[src/rtl/sync_divider4_if.sv]
// rtl/sync_divider4_if.sv - start/busy/done handshake and operand/result bundle for sync_divider4
interface sync_divider4_if #(
  parameter int WIDTH = 4
);
  logic             start;
  logic [WIDTH-1:0] x;
  logic [WIDTH-1:0] y;
  logic             busy;
  logic             done;
  logic [WIDTH-1:0] q;
  logic [WIDTH-1:0] r;
  logic             div_by_zero;

  modport master (
    output start, x, y,
    input  busy, done, q, r, div_by_zero
  );

  modport slave (
    input  start, x, y,
    output busy, done, q, r, div_by_zero
  );
endinterface

[src/rtl/sync_divider4.sv]
// rtl/sync_divider4.sv - sequential restoring divider, one quotient bit per clock
// Define SYNC_DIVIDER_SIGNED_EN for two's complement operands (magnitude core plus sign fix-up).
module sync_divider4 #(
  parameter int WIDTH = 4
) (
  input  logic           clk,
  input  logic           rst_b,
  sync_divider4_if.slave bus
);
  localparam int CW = $clog2(WIDTH);

  typedef enum logic [1:0] {IDLE, RUN, DONE} state_t;

  state_t           state_q;
  logic [CW-1:0]    cnt_q;
  logic [WIDTH-1:0] y_q;
  logic [WIDTH-1:0] rem_q;
  logic [WIDTH-1:0] quo_q;
  logic [WIDTH-1:0] q_q;
  logic [WIDTH-1:0] r_q;
  logic             busy_q;
  logic             done_q;
  logic             dbz_q;

  logic [WIDTH-1:0] x_mag;
  logic [WIDTH-1:0] y_mag;
  logic [WIDTH:0]   shifted;
  logic             ge;
  logic [WIDTH-1:0] rem_d;
  logic [WIDTH-1:0] quo_d;
  logic [WIDTH-1:0] q_fin;
  logic [WIDTH-1:0] r_fin;
  logic [WIDTH-1:0] r_zero;

  // quo_q starts as the dividend and is shifted out MSB-first as quotient bits enter at the LSB
  assign shifted = {rem_q, quo_q[WIDTH-1]};
  assign ge      = (shifted >= {1'b0, y_q});
  assign rem_d   = ge ? WIDTH'(shifted - {1'b0, y_q}) : WIDTH'(shifted);
  assign quo_d   = {quo_q[WIDTH-2:0], ge};

`ifdef SYNC_DIVIDER_SIGNED_EN
  logic sx_q;
  logic sq_q;

  assign x_mag  = bus.x[WIDTH-1] ? -bus.x : bus.x;
  assign y_mag  = bus.y[WIDTH-1] ? -bus.y : bus.y;
  assign q_fin  = sq_q ? -quo_d : quo_d;
  assign r_fin  = sx_q ? -rem_d : rem_d;
  // quo_q still holds |x| when y = 0, so re-applying the sign recovers x
  assign r_zero = sx_q ? -quo_q : quo_q;

  always_ff @(posedge clk or posedge rst_b) begin
    if (rst_b) begin
      sx_q <= 1'b0;
      sq_q <= 1'b0;
    end else if (bus.start && (state_q != RUN)) begin
      sx_q <= bus.x[WIDTH-1];
      sq_q <= bus.x[WIDTH-1] ^ bus.y[WIDTH-1];
    end
  end
`else
  assign x_mag  = bus.x;
  assign y_mag  = bus.y;
  assign q_fin  = quo_d;
  assign r_fin  = rem_d;
  assign r_zero = quo_q;
`endif

  always_ff @(posedge clk or posedge rst_b) begin
    if (rst_b) begin
      state_q <= IDLE;
      cnt_q   <= '0;
      y_q     <= '0;
      rem_q   <= '0;
      quo_q   <= '0;
      q_q     <= '0;
      r_q     <= '0;
      busy_q  <= 1'b0;
      done_q  <= 1'b0;
      dbz_q   <= 1'b0;
    end else begin
      done_q <= 1'b0;
      case (state_q)
        IDLE, DONE: begin
          if (bus.start) begin
            y_q     <= y_mag;
            quo_q   <= x_mag;
            rem_q   <= '0;
            cnt_q   <= CW'(WIDTH - 1);
            busy_q  <= 1'b1;
            state_q <= RUN;
          end else begin
            state_q <= IDLE;
          end
        end
        RUN: begin
          if (y_q == '0) begin
            q_q     <= '1;
            r_q     <= r_zero;
            dbz_q   <= 1'b1;
            done_q  <= 1'b1;
            busy_q  <= 1'b0;
            state_q <= DONE;
          end else begin
            rem_q <= rem_d;
            quo_q <= quo_d;
            cnt_q <= cnt_q - CW'(1);
            if (cnt_q == '0) begin
              q_q     <= q_fin;
              r_q     <= r_fin;
              dbz_q   <= 1'b0;
              done_q  <= 1'b1;
              busy_q  <= 1'b0;
              state_q <= DONE;
            end
          end
        end
        default: state_q <= IDLE;
      endcase
    end
  end

  assign bus.busy        = busy_q;
  assign bus.done        = done_q;
  assign bus.q           = q_q;
  assign bus.r           = r_q;
  assign bus.div_by_zero = dbz_q;
endmodule

[src/flat_wrapper.sv]
// flat-port wrapper written by rule: the top's interface ports become plain ports
module sync_divider4_flat 
#(
  parameter int WIDTH = 4
)
  (clk, rst_b, bus_start, bus_x, bus_y, bus_busy, bus_done, bus_q, bus_r, bus_div_by_zero);
  sync_divider4_if #(.WIDTH(WIDTH)) bus_i ();
  input  logic clk;
  input  logic rst_b;
  input wire logic [$bits(bus_i.start)-1:0] bus_start;
  input wire logic [$bits(bus_i.x)-1:0] bus_x;
  input wire logic [$bits(bus_i.y)-1:0] bus_y;
  output wire logic [$bits(bus_i.busy)-1:0] bus_busy;
  output wire logic [$bits(bus_i.done)-1:0] bus_done;
  output wire logic [$bits(bus_i.q)-1:0] bus_q;
  output wire logic [$bits(bus_i.r)-1:0] bus_r;
  output wire logic [$bits(bus_i.div_by_zero)-1:0] bus_div_by_zero;
  assign bus_i.start = bus_start;
  assign bus_i.x = bus_x;
  assign bus_i.y = bus_y;
  assign bus_busy = bus_i.busy;
  assign bus_done = bus_i.done;
  assign bus_q = bus_i.q;
  assign bus_r = bus_i.r;
  assign bus_div_by_zero = bus_i.div_by_zero;
  sync_divider4 #(.WIDTH(WIDTH)) u_core (.clk(clk), .rst_b(rst_b), .bus(bus_i));
endmodule
[config.mk]
export PLATFORM = sky130hd
export DESIGN_NAME = sync_divider4_flat
export DESIGN_NICKNAME = d
export VERILOG_FILES = /design/src/rtl/sync_divider4_if.sv /design/src/rtl/sync_divider4.sv /design/src/flat_wrapper.sv
export SDC_FILE = /design/constraint.sdc
export NUM_CORES = 1
export LEC_CHECK = 0
export BUFFER_PORTS_ARGS = -buffer_cell sky130_fd_sc_hd__buf_2
export CAP_MARGIN = 10
export CORE_MARGIN = 2
export CORE_UTILIZATION = 57
export CTS_CLUSTER_SIZE = 28
export DETAILED_ROUTE_END_ITERATION = 8
export HOLD_SLACK_MARGIN = 0.1
export PLACE_DENSITY = 0.83
export SLEW_MARGIN = 20
export SYNTH_ARGS = -nofsm -noshare
export SYNTH_HDL_FRONTEND = slang
export SYNTH_SLANG_ARGS = --single-unit
[constraint.sdc]
create_clock -name clk -period 4.1 [get_ports clk]
set_input_delay 0.41 -clock clk [delete_from_list [all_inputs] [get_ports clk]]
set_output_delay 0.41 -clock clk [all_outputs]
set_load 0.05 [all_outputs]
==> results of run 1 <==
-- registers in the layout (all words and copies together), names as in the netlist --
register and flops:
u_core.y_q 4, u_core.rem_q 4, u_core.bus.busy 1, u_core.bus.div_by_zero 1, u_core.quo_q 4, u_core.state_q 2, u_core.bus.done 1, u_core.bus.q 4
u_core.bus.r 4, u_core.cnt_q 2
-- routing by layer --
metal / global-route usage (%) / share of wire (%) / vias to the layer above
met5: 0 / 0 / -
met4: 6.41 / 1.1 / 0
met3: 2.57 / 4.6 / 6
met2: 41.7 / 52 / 42
met1: 32.3 / 43 / 517
li1: - / - / 488
-- area by class of cell --
cell class | instances | area, µm²
multi-input combinational | 88 | 618
sequential | 27 | 676
fill | 165 | 717
inverter | 9 | 33.8
clock inverter | 1 | 5.00
clock buffer | 3 | 22.5
tap | 28 | 35.0
timing repair buffer | 21 | 105
-- cell families (layout without fill, tap and decap cells) --
family	count (synthesis)	in the layout	synth area share, %
buffers and inverters	12	34	3.63
muxes	8	8	6.80
DFF	27	27	50.3
AOI/OAI and AO/OA	30	30	15.9
adders and majority gates	6	6	6.15
xor gates and xnor gates	1	1	0.652
and+or+nand+nor	43	43	16.5
-- per-stage QoR --
| step | instances | hold WS (ns) | util [%] |
|---|---|---|---|
| global placement | 173 | 0.452 | 66.3 |
| global route | 177 | 0.201 | 67.6 |
| finish | 177 | 0.157 | 67.6 |
| detailed placement | 173 | 0.464 | 66.3 |
| floorplan | 127 | 0.440 | - |
| CTS | 177 | 0.305 | 67.6 |
-- worst max-delay path, stage by stage (launching register included) --
cell and delay [ns]:
dfrtp_1 0.43, inv_1 0.09, ha_1 0.34, nand2b_1 0.19, a2111oi_4 0.44, nor2_2 0.14, mux2_4 0.33, a21oi_2 0.13
-- final timing paths --
check / from / to / depth (start not counted)
min in group clk: bus_y[1] / u_core.y_q[1] / 2
hold / removal: rst_b / u_core.rem_q[1] / 2
setup / recovery: u_core.quo_q[3] / u_core.bus.r[0] / 7
max in group asynchronous: rst_b / u_core.quo_q[3] / 2
hold reg to reg: u_core.cnt_q[0] / u_core.cnt_q[0] / 1
setup reg to reg: u_core.quo_q[3] / u_core.bus.r[0] / 7
-- layout by cell type, fill, tap and decap left out, types with 2 or more instances in the layout --
master and instances:
a21oi_1 6, a31oi_1 5, buf_2 21, clkbuf_4 3, dfrtp_1 27, ha_1 5, inv_1 8, mux2_2 5
mux2i_1 2, nand2_1 14, nand2b_1 4, nand3_1 6, nor2_1 9, nor2_2 2, o21ai_0 6, o22a_1 3
o22ai_1 4
==> flow_metrics.env, run 1 <==
export IMPL_hold_violations=0
export IMPL_cp_max_fo=4
export IMPL_vias=1053
export IMPL_cp_required_ns=4.36
export IMPL_slew_viol_final=0
export IMPL_fin_setup_tns_ns=0
export IMPL_drive_above_1_share_pct=27.5
export IMPL_routed_wl_mm=2.74
export IMPL_die_area_um2=2760
export IMPL_syn_area_per_cell_um2=10.6
export IMPL_track_usage_pct=24.2
export IMPL_async_flop_share_pct=100
export IMPL_ys_ff_latch=27
export IMPL_cp_start_kind="flip-flop"
export IMPL_cts_buffers=3
export IMPL_rows=17
export IMPL_grt_max_degree=28
export IMPL_ant_nets=0
export IMPL_vias_per_cell=5.95
export IMPL_cts_buffer_depth=2
export IMPL_grt_pass1_wl_mm=4.83
export IMPL_syn_area_um2=1340
export IMPL_ys_seq_area_share_pct=50.3
export IMPL_place_hpwl_mm=2.02
export IMPL_synthTopCellsByArea="dfrtp_1 (50%), ha_1 (4.7%), mux2_2 (4.2%), nand2_1 (3.9%), inv_1 (2.5%)"
export IMPL_syn_to_final_growth_pct=11.4
export IMPL_netlist_area_leader_share_pct=50.3
export IMPL_worst_pin_slew_ns=0.947
export IMPL_syn_num_nets=144
export IMPL_synth_commonest_cells="dfrtp_1 (27), nand2_1 (14), inv_1 (9), nor2_1 (9)"
export IMPL_path_class="flip-flop to flip-flop"
export IMPL_fin_crit_sh_pct=52.2
export IMPL_htree_levels=1
export IMPL_antenna_found_initial=0
export IMPL_fmax_mhz=467
export IMPL_io_pins=22
export IMPL_final_setup_viol_count=0
export IMPL_synth_cell_types=34
export IMPL_start_util_pct=60.7
export IMPL_synth_edf_count=0
export IMPL_max_cap_viol_count=0
export IMPL_core_area_um2=2210
export IMPL_ys_warn_count=0
export IMPL_gp_congestion=0.944
export IMPL_drt_iter0_markers=31
export IMPL_io_buffers=21
export IMPL_place_area_um2=1470
export IMPL_post_cts_buffers=0
export IMPL_r2r_setup_slack_ns=1.96
export IMPL_endpoint_kind="flip-flop"
export IMPL_clock_latency_ns=0.32
export IMPL_die_w_um=52.5
export IMPL_pre_cts_ws_ns=2.04
export IMPL_synthCells=127
export IMPL_drc=0
export IMPL_dieHeight_um=52.5
export IMPL_drt_pass1_iter_count=4
export IMPL_final_cell_area_um2=1500
export IMPL_max_slew_margin_pct=36.4
export IMPL_wire_per_inst_um=15.5
export IMPL_status="completed"
export IMPL_clockRootBuffer="clkbuf_4"
export IMPL_cts_tree="yes"
export IMPL_synth_top_area_cell="dfrtp_1"
export IMPL_clkTransAtPathRegs_ns=0.14
export IMPL_ys_flop_type="dfrtp_1"
export IMPL_cts_hold_buf=0
export IMPL_antennaDiodeCount=0
export IMPL_globalRouteOverflowTotal=0
export IMPL_ctsResizeCount=0
export IMPL_arrival_ns=2.40
export IMPL_rsz0062_at_grt="no"
export IMPL_fin_ws_ns=1.96
export IMPL_min_period_ns=2.14
export IMPL_final_nets=167
export IMPL_cts_sinks=27
export IMPL_hold_class="primary input to async pin"
export IMPL_fin_skew_ns=0.00267
export IMPL_grt_pass1_vias=1039
export IMPL_synth_most_common_cell="dfrtp_1"
Power of run 1 is left out: the tool's default activity adds up to more than one toggle a clock period on the data nets, which glitch-free logic cannot reach.
==> inputs of run 2 (changes only) <==
- CORE_UTILIZATION: 57 -> 54
- PLACE_DENSITY: 0.83 -> 0.8
- clock period: 4.1 -> 2.14 ns (I/O delays scaled with it)
==> run 2 against run 1 <==
Compared with the run above: cell count increased by 7.9%; wire length increased by 13%; maximum frequency increased by 3.6%; via count increased by 5.4%; setup slack got worse by 1.9 ns; critical endpoint is now u_core.rem_q[1]; global-route usage decreased by 0.76 points; critical path depth unchanged; die area increased by 5.1%.
==> flow_metrics.env, run 2 (synthesis results as in run 1) <==
export IMPL_status="completed"
export IMPL_ant_nets=0
export IMPL_clkTransAtPathRegs_ns=0.15
export IMPL_drc=0
export IMPL_whs_path_depth=3
export IMPL_grt_pass1_vias=1039
export IMPL_syn_to_final_growth_pct=19.7
export IMPL_hold_class="primary input to flip-flop"
export IMPL_grt_pass1_wl_mm=4.75
export IMPL_antenna_found_initial=0
export IMPL_r2r_cells=7
export IMPL_htree_levels=1
export IMPL_min_period_ns=2.07
export IMPL_antennaDiodeCount=0
export IMPL_rsz0062_at_grt="no"
export IMPL_path_class="flip-flop to flip-flop"
export IMPL_wire_per_inst_um=16.3
export IMPL_layout_commonest_cell="dfrtp_1"
export IMPL_globalRouteOverflowTotal=0
export IMPL_cts_buffers=3
export IMPL_cts_tree="yes"
export IMPL_die_w_um=53.9
export IMPL_drt_iter0_markers=42
export IMPL_routed_wl_mm=3.10
export IMPL_layout_common_cells="dfrtp_1 (27), buf_2 (21), nand2_1 (14), nor2_1 (9), inv_1 (9)"
export IMPL_cp_max_fo=4
export IMPL_vias_per_cell=5.81
export IMPL_drive_above_1_share_pct=30.4
export IMPL_cts_sinks=27
export IMPL_worst_pin_slew_ns=0.494
export IMPL_nFillCells=196
export IMPL_place_hpwl_mm=2.23
export IMPL_track_usage_pct=23.4
export IMPL_core_area_um2=2410
export IMPL_rows=18
export IMPL_max_slew_margin_pct=67.1
export IMPL_io_buffers=21
export IMPL_clockRootBuffer="clkbuf_4"
export IMPL_hold_violations=0
export IMPL_fmax_mhz=484
export IMPL_cp_start_kind="flip-flop"
export IMPL_cp_required_ns=2.36
export IMPL_slew_viol_final=0
export IMPL_grt_max_degree=28
export IMPL_dieHeight_um=53.9
export IMPL_fin_crit_sh_pct=96.5
export IMPL_vias=1110
export IMPL_gp_congestion=0.948
export IMPL_endpoint_kind="flip-flop"
export IMPL_cts_buffer_depth=2
export IMPL_clock_latency_ns=0.33
export IMPL_start_util_pct=55.7
export IMPL_arrival_ns=2.28
export IMPL_fin_skew_ns=0.00573
export IMPL_final_nets=179
export IMPL_max_cap_viol_count=0
export IMPL_fin_setup_tns_ns=0
export IMPL_io_pins=22
export IMPL_drt_pass1_iter_count=7
export IMPL_final_setup_viol_count=0
export IMPL_die_area_um2=2900
==> run 2: metrics by stage <==
stage | hold WS (ns) | setup slack, ns | std cells | area, µm² | util [%]
6_report | 0.130 | 0.0739 | 191 | 1610 | 66.7
5_1_grt | 0.128 | 0.0251 | 191 | 1610 | 66.7
4_1_cts | 0.108 | 0.0229 | 183 | 1530 | 63.4
3_5_place_dp | 0.290 | 0.0592 | 178 | 1490 | 61.9
3_3_place_gp | 0.283 | 0.171 | 178 | 1490 | 61.9
2_1_floorplan | 0.267 | 0.226 | 127 | 1340 | -
==> run 2: timing repair <==
action	CTS	global route
setup endpoints to repair	0	6
hold buffers	1	4
setup buffers	0	4
resized for setup	0	2
endpoints found under the hold margin	27	4
==> run 2: worst paths after layout <==
path	slack, ns	to	startpoint
max reg2reg	0.07	u_core.rem_q[1]	u_core.quo_q[3]
max	0.07	u_core.rem_q[1]	u_core.quo_q[3]
min	0.13	u_core.quo_q[1]	bus_x[1]
min reg2reg	0.49	u_core.cnt_q[0]	u_core.cnt_q[0]
max in group asynchronous	1.43	u_core.bus.r[1]	rst_b
min in group asynchronous	0.46	u_core.rem_q[1]	rst_b
==> run 2: worst max-delay path, stage by stage, from the launching register on <==
cell and delay [ns]:
dfrtp_1 0.39, inv_1 0.06, ha_1 0.33, nand2b_1 0.19
a2111oi_4 0.42, nor2_2 0.15, mux2i_2 0.28, o21ai_0 0.14
==> run 2: area by class of cell <==
cell class | instances | area, µm² | area share, %
clock buffers | 4 | 26.3 | 1.64
inverters | 9 | 33.8 | 2.10
multi-input cells | 88 | 626 | 38.9
flip-flops and latches | 27 | 676 | 42.1
well taps | 30 | 37.5 | 2.34
repair buffers | 33 | 208 | 12.9
==> run 2: layer usage <==
metal / track usage (%) / vias up / wire length [µm]
met1: 28.4 / 541 / 1260
li1: - / 520 / -
met4: 8.55 / 0 / 63
met3: 4.72 / 9 / 143
met2: 40.9 / 40 / 1630
met5: 0 / - / 0
Power of run 2 is left out for the same reason.
==> inputs of run 3 (changes only) <==
- CORE_UTILIZATION: 54 -> 49
- PLACE_DENSITY: 0.8 -> 0.77
- clock period: 2.14 -> 1.9 ns (I/O delays scaled with it)
==> run 3 against run 2 <==
Compared with the run above: the flow now finishes with violations (setup timing); core utilization rose by 3.6 points; clock skew is 0.011 ns higher; largest cell class is now multi-input combinational cells; critical path type unchanged; non-clock buffer count up 15; highest routed layer unchanged; setup slack worse by 0.11 ns; design area rose by 11%; flip-flop and latch count unchanged; cell count grew 7.9%; count of clock-buffer cells in the layout unchanged.
==> flow_metrics.env, run 3 (synthesis results as in run 1) <==
export IMPL_max_stage_delay_ns=0.44
export IMPL_io_pins=22
export IMPL_layout_commonest_cell="dfrtp_1"
export IMPL_clockRootBuffer="clkbuf_4"
export IMPL_clock_latency_ns=0.33
export IMPL_gp_congestion=0.847
export IMPL_hold_class="primary input to flip-flop"
export IMPL_use_met1_pct=27.0
export IMPL_place_hpwl_mm=2.13
export IMPL_grt_busiest_layer="met2"
export IMPL_final_setup_viol_count=3
export IMPL_drt_iter0_markers=17
export IMPL_met3_usage_pct=4.38
export IMPL_die_area_um2=3170
export IMPL_grt_pass1_wl_mm=4.90
export IMPL_whs_path_depth=4
export IMPL_cp_start_kind="flip-flop"
export IMPL_status="finished, violations left"
export IMPL_cp_max_fo=4
export IMPL_dieHeight_um=56.3
export IMPL_r2r_cells=6
export IMPL_routed_wl_mm=2.93
export IMPL_fin_ws_ns=-0.0339
export IMPL_rows=18
export IMPL_slowest_stage="a2111oi_4"
export IMPL_layout_common_cells="dfrtp_1 (27), buf_2 (21), buf_4 (19), nand2_1 (14), nor2_1 (9)"
export IMPL_syn_to_final_growth_pct=33.2
export IMPL_arrival_ns=2.21
export IMPL_drive_above_1_share_pct=38.1
export IMPL_wire_per_inst_um=14.2
export IMPL_final_nets=194
export IMPL_clkTransAtPathRegs_ns=0.14
export IMPL_start_util_pct=52.8
export IMPL_cts_tree="yes"
export IMPL_cts_sinks=27
export IMPL_path_class="flip-flop to flip-flop"
export IMPL_globalRouteOverflowTotal=0
export IMPL_violations="setup timing"
export IMPL_drc=0
export IMPL_path_depth=6
export IMPL_cpLargestDelayFamily="compound AO/OA/AOI/OAI gates"
export IMPL_cp_required_ns=2.17
export IMPL_core_area_um2=2540
export IMPL_io_buffers=21
export IMPL_worst_path_buf_inv=0
export IMPL_grt_max_degree=28
export IMPL_slew_viol_final=0
export IMPL_fmax_mhz=517
export IMPL_fin_skew_ns=0.0165
export IMPL_rsz0062_at_grt="yes"
export IMPL_die_w_um=56.3
export IMPL_hold_violations=0
export IMPL_min_period_ns=1.93
export IMPL_ant_nets=0
export IMPL_final_core_util_pct=70.3
export IMPL_fin_crit_sh_pct=102
export IMPL_max_slew_margin_pct=71.6
export IMPL_vias=1105
export IMPL_grt_pass1_vias=1082
export IMPL_worst_pin_slew_ns=0.426
export IMPL_cts_buffers=3
export IMPL_cts_buffer_depth=2
export IMPL_drt_pass1_iter_count=4
export IMPL_met2_usage_pct=31.8
export IMPL_track_usage_pct=20.1
export IMPL_cp_cell_sequence="ha_2 -> or2_4 -> a2111oi_4 -> nor2_4 -> mux2_4 -> a21oi_2"
export IMPL_antennaDiodeCount=0
export IMPL_vias_per_cell=5.36
export IMPL_antenna_found_initial=0
export IMPL_htree_levels=1
export IMPL_endpoint_kind="flip-flop"
export IMPL_max_cap_viol_count=0
-- run 3: cell type report --
type | count | area [µm²]
fill | 191 | 757
multi-input combinational | 88 | 687
sequential | 27 | 676
timing repair buffer | 48 | 328
tap | 30 | 37.5
inverter | 9 | 33.8
clock buffer | 4 | 26.3
-- run 3: worst reg2reg max path: cells and delay by family, from the launching register on --
kind | cells | cell delay [ns]
flip-flops | 1 | 0.42
AO/OA/AOI/OAI | 2 | 0.58
multiplexers | 1 | 0.33
adder cells (fa/ha/maj) | 1 | 0.19
AND/OR/NAND/NOR | 2 | 0.37
-- run 3: repair_timing --
action / CTS / global route
hold endpoints to repair: 31 / 3
buffers inserted: 1 / 3
setup endpoints to repair: 3 / 9
pin swaps: 6 / 6
hold buffers: 5 / 3
resized for setup: 7 / 7
-- run 3: final timing paths --
kind / startpoint / to / slack [ns]
worst max-delay path: u_core.rem_q[2] / u_core.bus.r[0] / -0.03
worst min-delay path: bus_x[0] / u_core.quo_q[0] / 0.23
worst max register to register: u_core.rem_q[2] / u_core.bus.r[0] / -0.03
worst min register to register: u_core.cnt_q[0] / u_core.cnt_q[0] / 0.48
max in group asynchronous: rst_b / u_core.cnt_q[1] / 1.20
min in group asynchronous: rst_b / u_core.bus.done / 0.43
-- run 3: metrics by stage --
step	cell area (µm²)	setup TNS [ns]	worst slack, ns	hold WS [ns]	std cells
after global routing	1790	-0.478	-0.105	0.212	206
after CTS	1700	-0.236	-0.0543	0.106	200
after floorplan	1340	0	0.0334	0.243	127
final	1790	-0.0649	-0.0339	0.226	206
after global placement	1580	0	0.0381	0.256	190
after detailed placement	1580	-0.0673	-0.0322	0.273	190
-- run 3: layer usage --
| layer | up-vias | wire [µm] |
|---|---|---|
| met4 | 0 | 53 |
| met3 | 6 | 124 |
| met2 | 30 | 1500 |
| met5 | - | 0 |
| li1 | 542 | - |
| met1 | 527 | 1250 |
Power of run 3 is left out for the same reason.
